--- config.mk ---
export PLATFORM = sky130hd
export DESIGN_NAME = sdram_arb
export DESIGN_NICKNAME = d
export VERILOG_FILES = /design/src/rtl/sdram_arb.sv
export SDC_FILE = /design/constraint.sdc
export NUM_CORES = 1
export LEC_CHECK = 0
export CAP_MARGIN = 0
export CORE_MARGIN = 4
export CORE_UTILIZATION = 40
export DETAILED_ROUTE_END_ITERATION = 8
export GPL_ROUTABILITY_DRIVEN = 0
export PLACE_DENSITY = 0.84
export RECOVER_POWER = 50
export SLEW_MARGIN = 20
export SYNTH_ARGS = -nofsm -noshare
export SYNTH_HDL_FRONTEND = slang
export SYNTH_SLANG_ARGS = --single-unit
--- constraint.sdc ---
create_clock -name clk -period 4.2 [get_ports clk]
set_clock_uncertainty 0.2 [all_clocks]
set_input_delay 1.05 -clock clk [delete_from_list [all_inputs] [get_ports clk]]
set_output_delay 1.05 -clock clk [all_outputs]
set_load 0.01 [all_outputs]
--- src/rtl/sdram_arb.sv ---
`default_nettype none
// sdram_arb: two-port arbiter in front of an SDRAM controller, one transaction outstanding.
// Define SDRAM_ARB_RR_EN for round-robin arbitration; fixed priority (port 0) otherwise.
module sdram_arb #(
  parameter int DATA_BITS = 32,
  parameter int ADDR_BITS = 13
) (
  input  logic                 clk,
  input  logic                 rst,
  input  logic                 req0,
  input  logic                 req1,
  input  logic                 we0,
  input  logic                 we1,
  input  logic [ADDR_BITS-1:0] addr0,
  input  logic [ADDR_BITS-1:0] addr1,
  input  logic [DATA_BITS-1:0] wdata0,
  input  logic [DATA_BITS-1:0] wdata1,
  output logic                 gnt0,
  output logic                 gnt1,
  output logic                 done0,
  output logic                 done1,
  output logic [DATA_BITS-1:0] rdata,
  output logic                 mem_en,
  output logic                 mem_we,
  output logic [ADDR_BITS-1:0] mem_addr,
  output logic [DATA_BITS-1:0] mem_wdata,
  input  logic                 mem_rdy,
  input  logic                 mem_valid,
  input  logic [DATA_BITS-1:0] mem_rdata
);

  localparam logic [1:0] IDLE  = 2'd0;
  localparam logic [1:0] ISSUE = 2'd1;
  localparam logic [1:0] BUSY  = 2'd2;

  logic [1:0] state;
  logic [1:0] next_state;
  logic       owner;
  logic       seen_low;
  logic       rd_seen;
  logic       win;
  logic       issue;
  logic       wr_done;
  logic       rd_done;

`ifdef SDRAM_ARB_RR_EN
  logic last;

  always_comb begin
    win = (req0 && req1) ? ~last : req1;
  end

  always_ff @(posedge clk) begin
    if (rst) begin
      last <= 1'b1;
    end else if (issue) begin
      last <= win;
    end
  end
`else
  always_comb begin
    win = ~req0;
  end
`endif

  always_ff @(posedge clk) begin
    if (rst) begin
      state     <= IDLE;
      owner     <= 1'b0;
      seen_low  <= 1'b0;
      rd_seen   <= 1'b0;
      gnt0      <= 1'b0;
      gnt1      <= 1'b0;
      done0     <= 1'b0;
      done1     <= 1'b0;
      rdata     <= '0;
      mem_en    <= 1'b0;
      mem_we    <= 1'b0;
      mem_addr  <= '0;
      mem_wdata <= '0;
    end else begin
      state  <= next_state;
      mem_en <= issue;
      gnt0   <= issue && !win;
      gnt1   <= issue && win;
      done0  <= (wr_done || rd_done) && !owner;
      done1  <= (wr_done || rd_done) && owner;
      if (issue) begin
        owner     <= win;
        mem_we    <= win ? we1 : we0;
        mem_addr  <= win ? addr1 : addr0;
        mem_wdata <= win ? wdata1 : wdata0;
        seen_low  <= 1'b0;
        rd_seen   <= 1'b0;
      end else begin
        if (state == BUSY && !mem_rdy) seen_low <= 1'b1;
        if (rd_done) rd_seen <= 1'b1;
      end
      if (rd_done) rdata <= mem_rdata;
    end
  end

  // ISSUE never looks at mem_rdy: the controller still shows idle while it latches mem_en.
  always_comb begin
    next_state = state;
    case (state)
      IDLE:    if (mem_rdy && (req0 || req1)) next_state = ISSUE;
      ISSUE:   next_state = BUSY;
      BUSY:    if (seen_low && mem_rdy) next_state = IDLE;
      default: next_state = IDLE;
    endcase
  end

  always_comb begin
    issue   = (state == IDLE) && mem_rdy && (req0 || req1);
    wr_done = (state == BUSY) && seen_low && mem_rdy && mem_we;
    rd_done = (state == BUSY) && !mem_we && mem_valid && !rd_seen;
  end

endmodule
`default_nettype wire

==> results of run 1 <==
## logic make-up after synthesis
kind of cell / Yosys count
DFF: 88
muxes: 78
and+or+nand+nor: 78
AOI/OAI and AO/OA: 53
buffers and inverters: 30
## flip-flops by register name (all words and copies together), names as in the netlist, 2 cells and up
signal and count:
state 2, mem_wdata 32, rdata 32, mem_addr 13
## cells in the final DEF, fill, tap and decap left out, types with 3 or more instances in the layout
cell type / n
mux2i_1: 78
clkdlybuf4s50_1: 131
buf_4: 4
dfxtp_1: 88
nor2b_1: 3
clkbuf_8: 10
nand2b_1: 64
o2bb2ai_1: 47
inv_1: 3
nor3b_1: 3
dlygate4sd3_1: 80
## cell type report
type,instances,area (um2)
Inverter,3,11.3
Sequential cell,88,1760
Clock inverter,6,90.1
Tap cell,108,135
Fill cell,672,2770
Timing Repair Buffer,217,2170
Clock buffer,10,138
Multi-Input combinational cell,209,1730
## routing by layer
metal,global-route usage (%),up-vias,wire length (um)
met4,6.46,0,217
met2,31.7,147,4930
met3,8.33,18,1100
li1,-,1560,-
met5,0,-,0
met1,22.2,1467,4260
## worst register-to-register path: stages (launching register included)
cell	delay, ns
dfxtp_1	0.37
nor3b_1	0.24
and2_2	0.84
mux2i_1	0.31
## metrics by stage
| step | util [%] | area (um2) | setup WS (ns) | hold WS [ns] |
|---|---|---|---|---|
| 2_1_floorplan | - | 3650 | 1.96 | 0.217 |
| 3_3_place_gp | 65.9 | 5810 | 1.03 | 0.243 |
| 3_5_place_dp | 65.9 | 5810 | 0.947 | 0.244 |
| 4_1_cts | 68.5 | 6030 | 1.32 | 0.263 |
| 5_1_grt | 68.5 | 6030 | 1.09 | 0.275 |
| 6_report | 68.5 | 6030 | 1.30 | 0.260 |
## path summary, 6_finish.rpt
kind / slack [ns] / depth (start not counted) / start / endpoint
max reg2reg: 2.16 / 3 / mem_we / rdata[16]
min: 0.26 / 1 / mem_wdata[27] / mem_wdata[27]
min reg2reg: 0.26 / 1 / mem_wdata[27] / mem_wdata[27]
max: 1.30 / 5 / mem_rdy / mem_wdata[29]
## where the power goes
| group | total, mW | switching (mW) | leakage, nW | internal, mW |
|---|---|---|---|---|
| sequential | 0.899 | 0.0215 | 0.717 | 0.877 |
| clock | 0.654 | 0.299 | 0.113 | 0.355 |
| combinational | 0.352 | 0.131 | 1.66 | 0.221 |
| total | 1.90 | 0.451 | 2.49 | 1.45 |
==> impl_metrics.tcl, run 1 <==
set metrics [dict create \
    slew_viol_final 0 \
    drive_above_1_share_pct 4.69 \
    cp_data_arrival_time_ns 2.96 \
    synth_largest_area_cell "dfxtp_1" \
    stdcell_count 641 \
    yosys_warnings 0 \
    max_stage_delay_ns 0.65 \
    grt_pass1_wl_mm 16.8 \
    synth.most_common_cell "dfxtp_1" \
    syn_area_per_cell_um2 11.2 \
    grt_usage_pct 19.1 \
    io_pins 213 \
    rsz0062_at_grt "no" \
    netlist_top_cells_count "dfxtp_1 (88), mux2i_1 (78), nand2b_1 (64)" \
    cts_tree "done" \
    relSlewSlack_pct 34.4 \
    cts_sinks 88 \
    post-cts-setup-buffer-count 0 \
    area_delta_synth_final_pct 65.3 \
    ys_ff_latch 88 \
    yosysTopAreaCellShare_pct 48.3 \
    cts_buffer_depth 2 \
    initial_utilization_pct 41.4 \
    path_delay_family "buffers and inverters" \
    hpwl_mm 8.11 \
    start_kind "input port" \
    first_iter_violations 98 \
    synthArstFlopShare_pct 0 \
    fin_crit_ns 2.90 \
    overflow 0 \
    clock_latency_ns 0.33 \
    setup_tns_ns 0 \
    grt_max_degree 50 \
    wl_mm 10.5 \
    synthXorXnorAreaFrac_pct 0 \
    cts_root_buf "clkbuf_8" \
    crit_fanout 34 \
    min_path_type "reg2reg" \
    synthMuxAreaShare_pct 21.4 \
    cp.required_ns 4.26 \
    yosys.area_share.simple_pct 13.2 \
    holdBufCountCts 0 \
    endpoint_kind "flip-flop" \
    drv_cap 0 \
    first_pass_iters 4 \
    powerDensity_nw_per_um2 316 \
    synth_edf_count 0 \
    die_area_um2 10700 \
    ant_nets 0 \
    final_nets 658 \
    yosys_most_used_dff "dfxtp_1" \
    netlist_top_cells_area "dfxtp_1 (48%), mux2i_1 (21%), o2bb2ai_1 (11%)" \
    synth.cell_area_um2 3650 \
    yosys.cell_types.count 21 \
    post-route-period-util_pct 69.2 \
    grt_pass1_vias 3262 \
    status "finished clean" \
    worst_pin_slew_ns 0.983 \
    path_buf_inv 2 \
    cts.reportedPaths.clkPinSlew_ns 0.08 \
    critPathKind "in2reg" \
    cts_htree_levels 3 \
    cp_cell_sequence "dlygate4sd3_1 -> nor3b_1 -> nand2_1 -> buf_4 -> o2bb2ai_1" \
    p_leak_nw 2.49 \
    syn_inst 327 \
    diodes 0 \
    drcViolationCount 0 \
    core_area_um2 8810 \
    seq_area_frac_synth_pct 48.3 \
    row_count 34 \
    finalHoldViolations 0 \
    cp_slowest_cell "dlygate4sd3_1" \
    dp.cells 625 \
    synth_top_family_by_area "multiplexers" \
    antenna_found_initial 0 \
    fp.dieH_um 104 \
    syn_nets 457 \
    vias 3192 \
    vdd_drop_max_mv 0.181 \
    numCtsBuffers 9 \
    cts_resized 0 \
    io_buffers 212 \
    dieWidth_um 104 \
    via_per_inst 4.98 \
    setup_violations 0 \
    fin_total_pwr_mw 1.90 \
    synthAdderAreaFrac_pct 0 \
    fmaxAchievable_ghz 0.344 \
    wl_per_cell_um 16.4 \
    synth_compound_area_share_pct 12.8 \
]
Note: power is estimated with default switching activity, not from simulation.
==> inputs of run 2 (changes only) <==
--- a/config.mk
+++ b/config.mk
@@ -7,10 +7,10 @@
 export LEC_CHECK = 0
 export CAP_MARGIN = 0
 export CORE_MARGIN = 4
-export CORE_UTILIZATION = 40
+export CORE_UTILIZATION = 38
 export DETAILED_ROUTE_END_ITERATION = 8
 export GPL_ROUTABILITY_DRIVEN = 0
-export PLACE_DENSITY = 0.84
+export PLACE_DENSITY = 0.81
 export RECOVER_POWER = 50
 export SLEW_MARGIN = 20
 export SYNTH_ARGS = -nofsm -noshare
==> constraint.sdc (replaced) <==
create_clock -name clk -period 3 [get_ports clk]
set_clock_uncertainty 0.2 [all_clocks]
set_input_delay 0.75 -clock clk [delete_from_list [all_inputs] [get_ports clk]]
set_output_delay 0.75 -clock clk [all_outputs]
set_load 0.01 [all_outputs]
==> run 2 against run 1 <==
Compared with the run above:
- via count shrank 0.47%
- largest cell class unchanged
- sequential share of layout area shrank 0.23 points
- non-clock buffer count grew 2
- critical path depth is the same
- sequential power grew 40%
- flip-flop and latch count is the same
- highest routed layer unchanged
==> impl_metrics.tcl, run 2 (synthesis results as in run 1) <==
set metrics [dict create \
    status "finished clean" \
    path_buf_inv 3 \
    switching_share_pct 24.0 \
    final_nets 660 \
    stdcell_count 665 \
    cts_htree_levels 3 \
    grt_pass1_vias 3220 \
    switching_power_uw 643 \
    cts_root_buf "clkbuf_8" \
    io_buffers 212 \
    final_common_cell "clkdlybuf4s50_1" \
    power_frac_seq_pct 47.1 \
    cp.required_ns 3.08 \
    p_comb_share_pct 19.0 \
    fin_crit_ns 2.56 \
    cts_resized 0 \
    setup_violations 0 \
    cts_sinks 88 \
    post-cts-setup-buffer-count 0 \
    wl_per_cell_um 15.5 \
    cts_tree "done" \
    area_delta_synth_final_pct 66.6 \
    endpoint_kind "flip-flop" \
    first_iter_violations 90 \
    fin_total_pwr_mw 2.68 \
    hpwl_mm 7.99 \
    final_cell_mix "clkdlybuf4s50_1 (205), dfxtp_1 (88), mux2i_1 (78)" \
    powerDensity_nw_per_um2 441 \
    power.internal_mw 2.04 \
    critPathKind "in2reg" \
    crit_fanout 33 \
    start_kind "input port" \
    path_delay_family "buffers and inverters" \
    clock_latency_ns 0.34 \
    dieWidth_um 106 \
    ant_nets 0 \
    numCtsBuffers 9 \
    core_area_um2 9280 \
    relSlewSlack_pct 28.7 \
    vias 3177 \
    fmaxAchievable_ghz 0.390 \
    setup_tns_ns 0 \
    antenna_found_initial 1 \
    worst_pin_slew_ns 1.07 \
    drcViolationCount 0 \
    min_path_type "reg2reg" \
    rsz0062_at_grt "no" \
    clock_power_share_pct 33.9 \
    grt_max_degree 51 \
    cts_buffer_depth 2 \
    top_regs "mem_wdata (32), rdata (32), mem_addr (13)" \
    initial_utilization_pct 39.3 \
    fp.dieH_um 106 \
    cp_data_arrival_time_ns 2.65 \
    via_per_inst 4.78 \
    row_count 35 \
    p_leak_nw 2.27 \
    first_pass_iters 4 \
    post-route-period-util_pct 85.5 \
    holdBufCountCts 0 \
    slew_viol_final 0 \
    wl_mm 10.3 \
    grt_usage_pct 17.8 \
    cp_slowest_cell "clkbuf_1" \
    dp.cells 648 \
    drive_above_1_share_pct 4.67 \
    drv_cap 0 \
    grt_pass1_wl_mm 16.0 \
    io_pins 213 \
    vdd_drop_max_mv 0.249 \
    die_area_um2 11200 \
    max_stage_delay_ns 0.81 \
    finalHoldViolations 0 \
    cts.reportedPaths.clkPinSlew_ns 0.10 \
    cp_cell_sequence "clkdlybuf4s50_1 -> buf_4 -> a31oi_4 -> clkbuf_1 -> o21a_1" \
    overflow 0 \
]
[run 2: cell types whose count changed in the layout (fill, tap and decap cells not counted)]
| cell | before | now |
|---|---|---|
| clkdlybuf4s50_1 | 131 | 205 |
| dlygate4sd3_1 | 80 | 6 |
| inv_6 | 2 | 4 |
| and2_0 | 0 | 1 |
| and2_2 | 1 | 0 |
| buf_12 | 1 | 2 |
| clkbuf_1 | 0 | 1 |
| clkbuf_8 | 10 | 9 |
| clkinvlp_4 | 1 | 0 |
| diode_2 | 0 | 1 |
[run 2: area by class of cell]
| cell class | count | area [um2] |
|---|---|---|
| antenna | 1 | 2.50 |
| clock buffer | 9 | 124 |
| clock inverter | 7 | 100 |
| fill | 767 | 3200 |
| inverter | 3 | 11.3 |
| multi-input combinational | 209 | 1730 |
| sequential | 88 | 1760 |
| tap | 129 | 161 |
| timing repair buffer | 219 | 2190 |
[run 2: final timing paths]
path,start,end,slack (ns),depth (start not counted)
setup / recovery,rst,seen_low,0.44,5
setup reg to reg,state[1],seen_low,0.96,4
hold reg to reg,owner,done0,0.25,1
hold / removal,owner,done0,0.25,1
[run 2: metal layers]
layer / wire [um] / part of all wire (%) / track usage, % / vias up
met5: 0 / 0 / 0 / -
met4: 143 / 1.4 / 5.37 / 0
met3: 1110 / 11 / 9.11 / 12
met2: 4840 / 47 / 29.6 / 144
met1: 4240 / 41 / 19.8 / 1463
li1: - / - / - / 1558
[run 2: through the flow]
| stage | hold WS [ns] | area (um2) | util, % | setup slack, ns |
|---|---|---|---|---|
| floorplan | 0.217 | 3650 | - | 1.06 |
| global placement | 0.232 | 5860 | 63.1 | 0.564 |
| detailed placement | 0.231 | 5860 | 63.1 | 0.498 |
| CTS | 0.245 | 6080 | 65.5 | 0.615 |
| global route | 0.286 | 6080 | 65.5 | 0.340 |
| finish | 0.246 | 6080 | 65.5 | 0.435 |
[run 2: power by group through the flow]
stage / logic (mW) / registers (mW) / clock network (mW)
CTS: 0.520 / 1.26 / 0.943
finish: 0.509 / 1.26 / 0.909
global placement: 0.511 / 1.29 / 0
detailed placement: 0.519 / 1.29 / 0
global route: 0.545 / 1.27 / 0.993
floorplan: 0.173 / 1.31 / 0
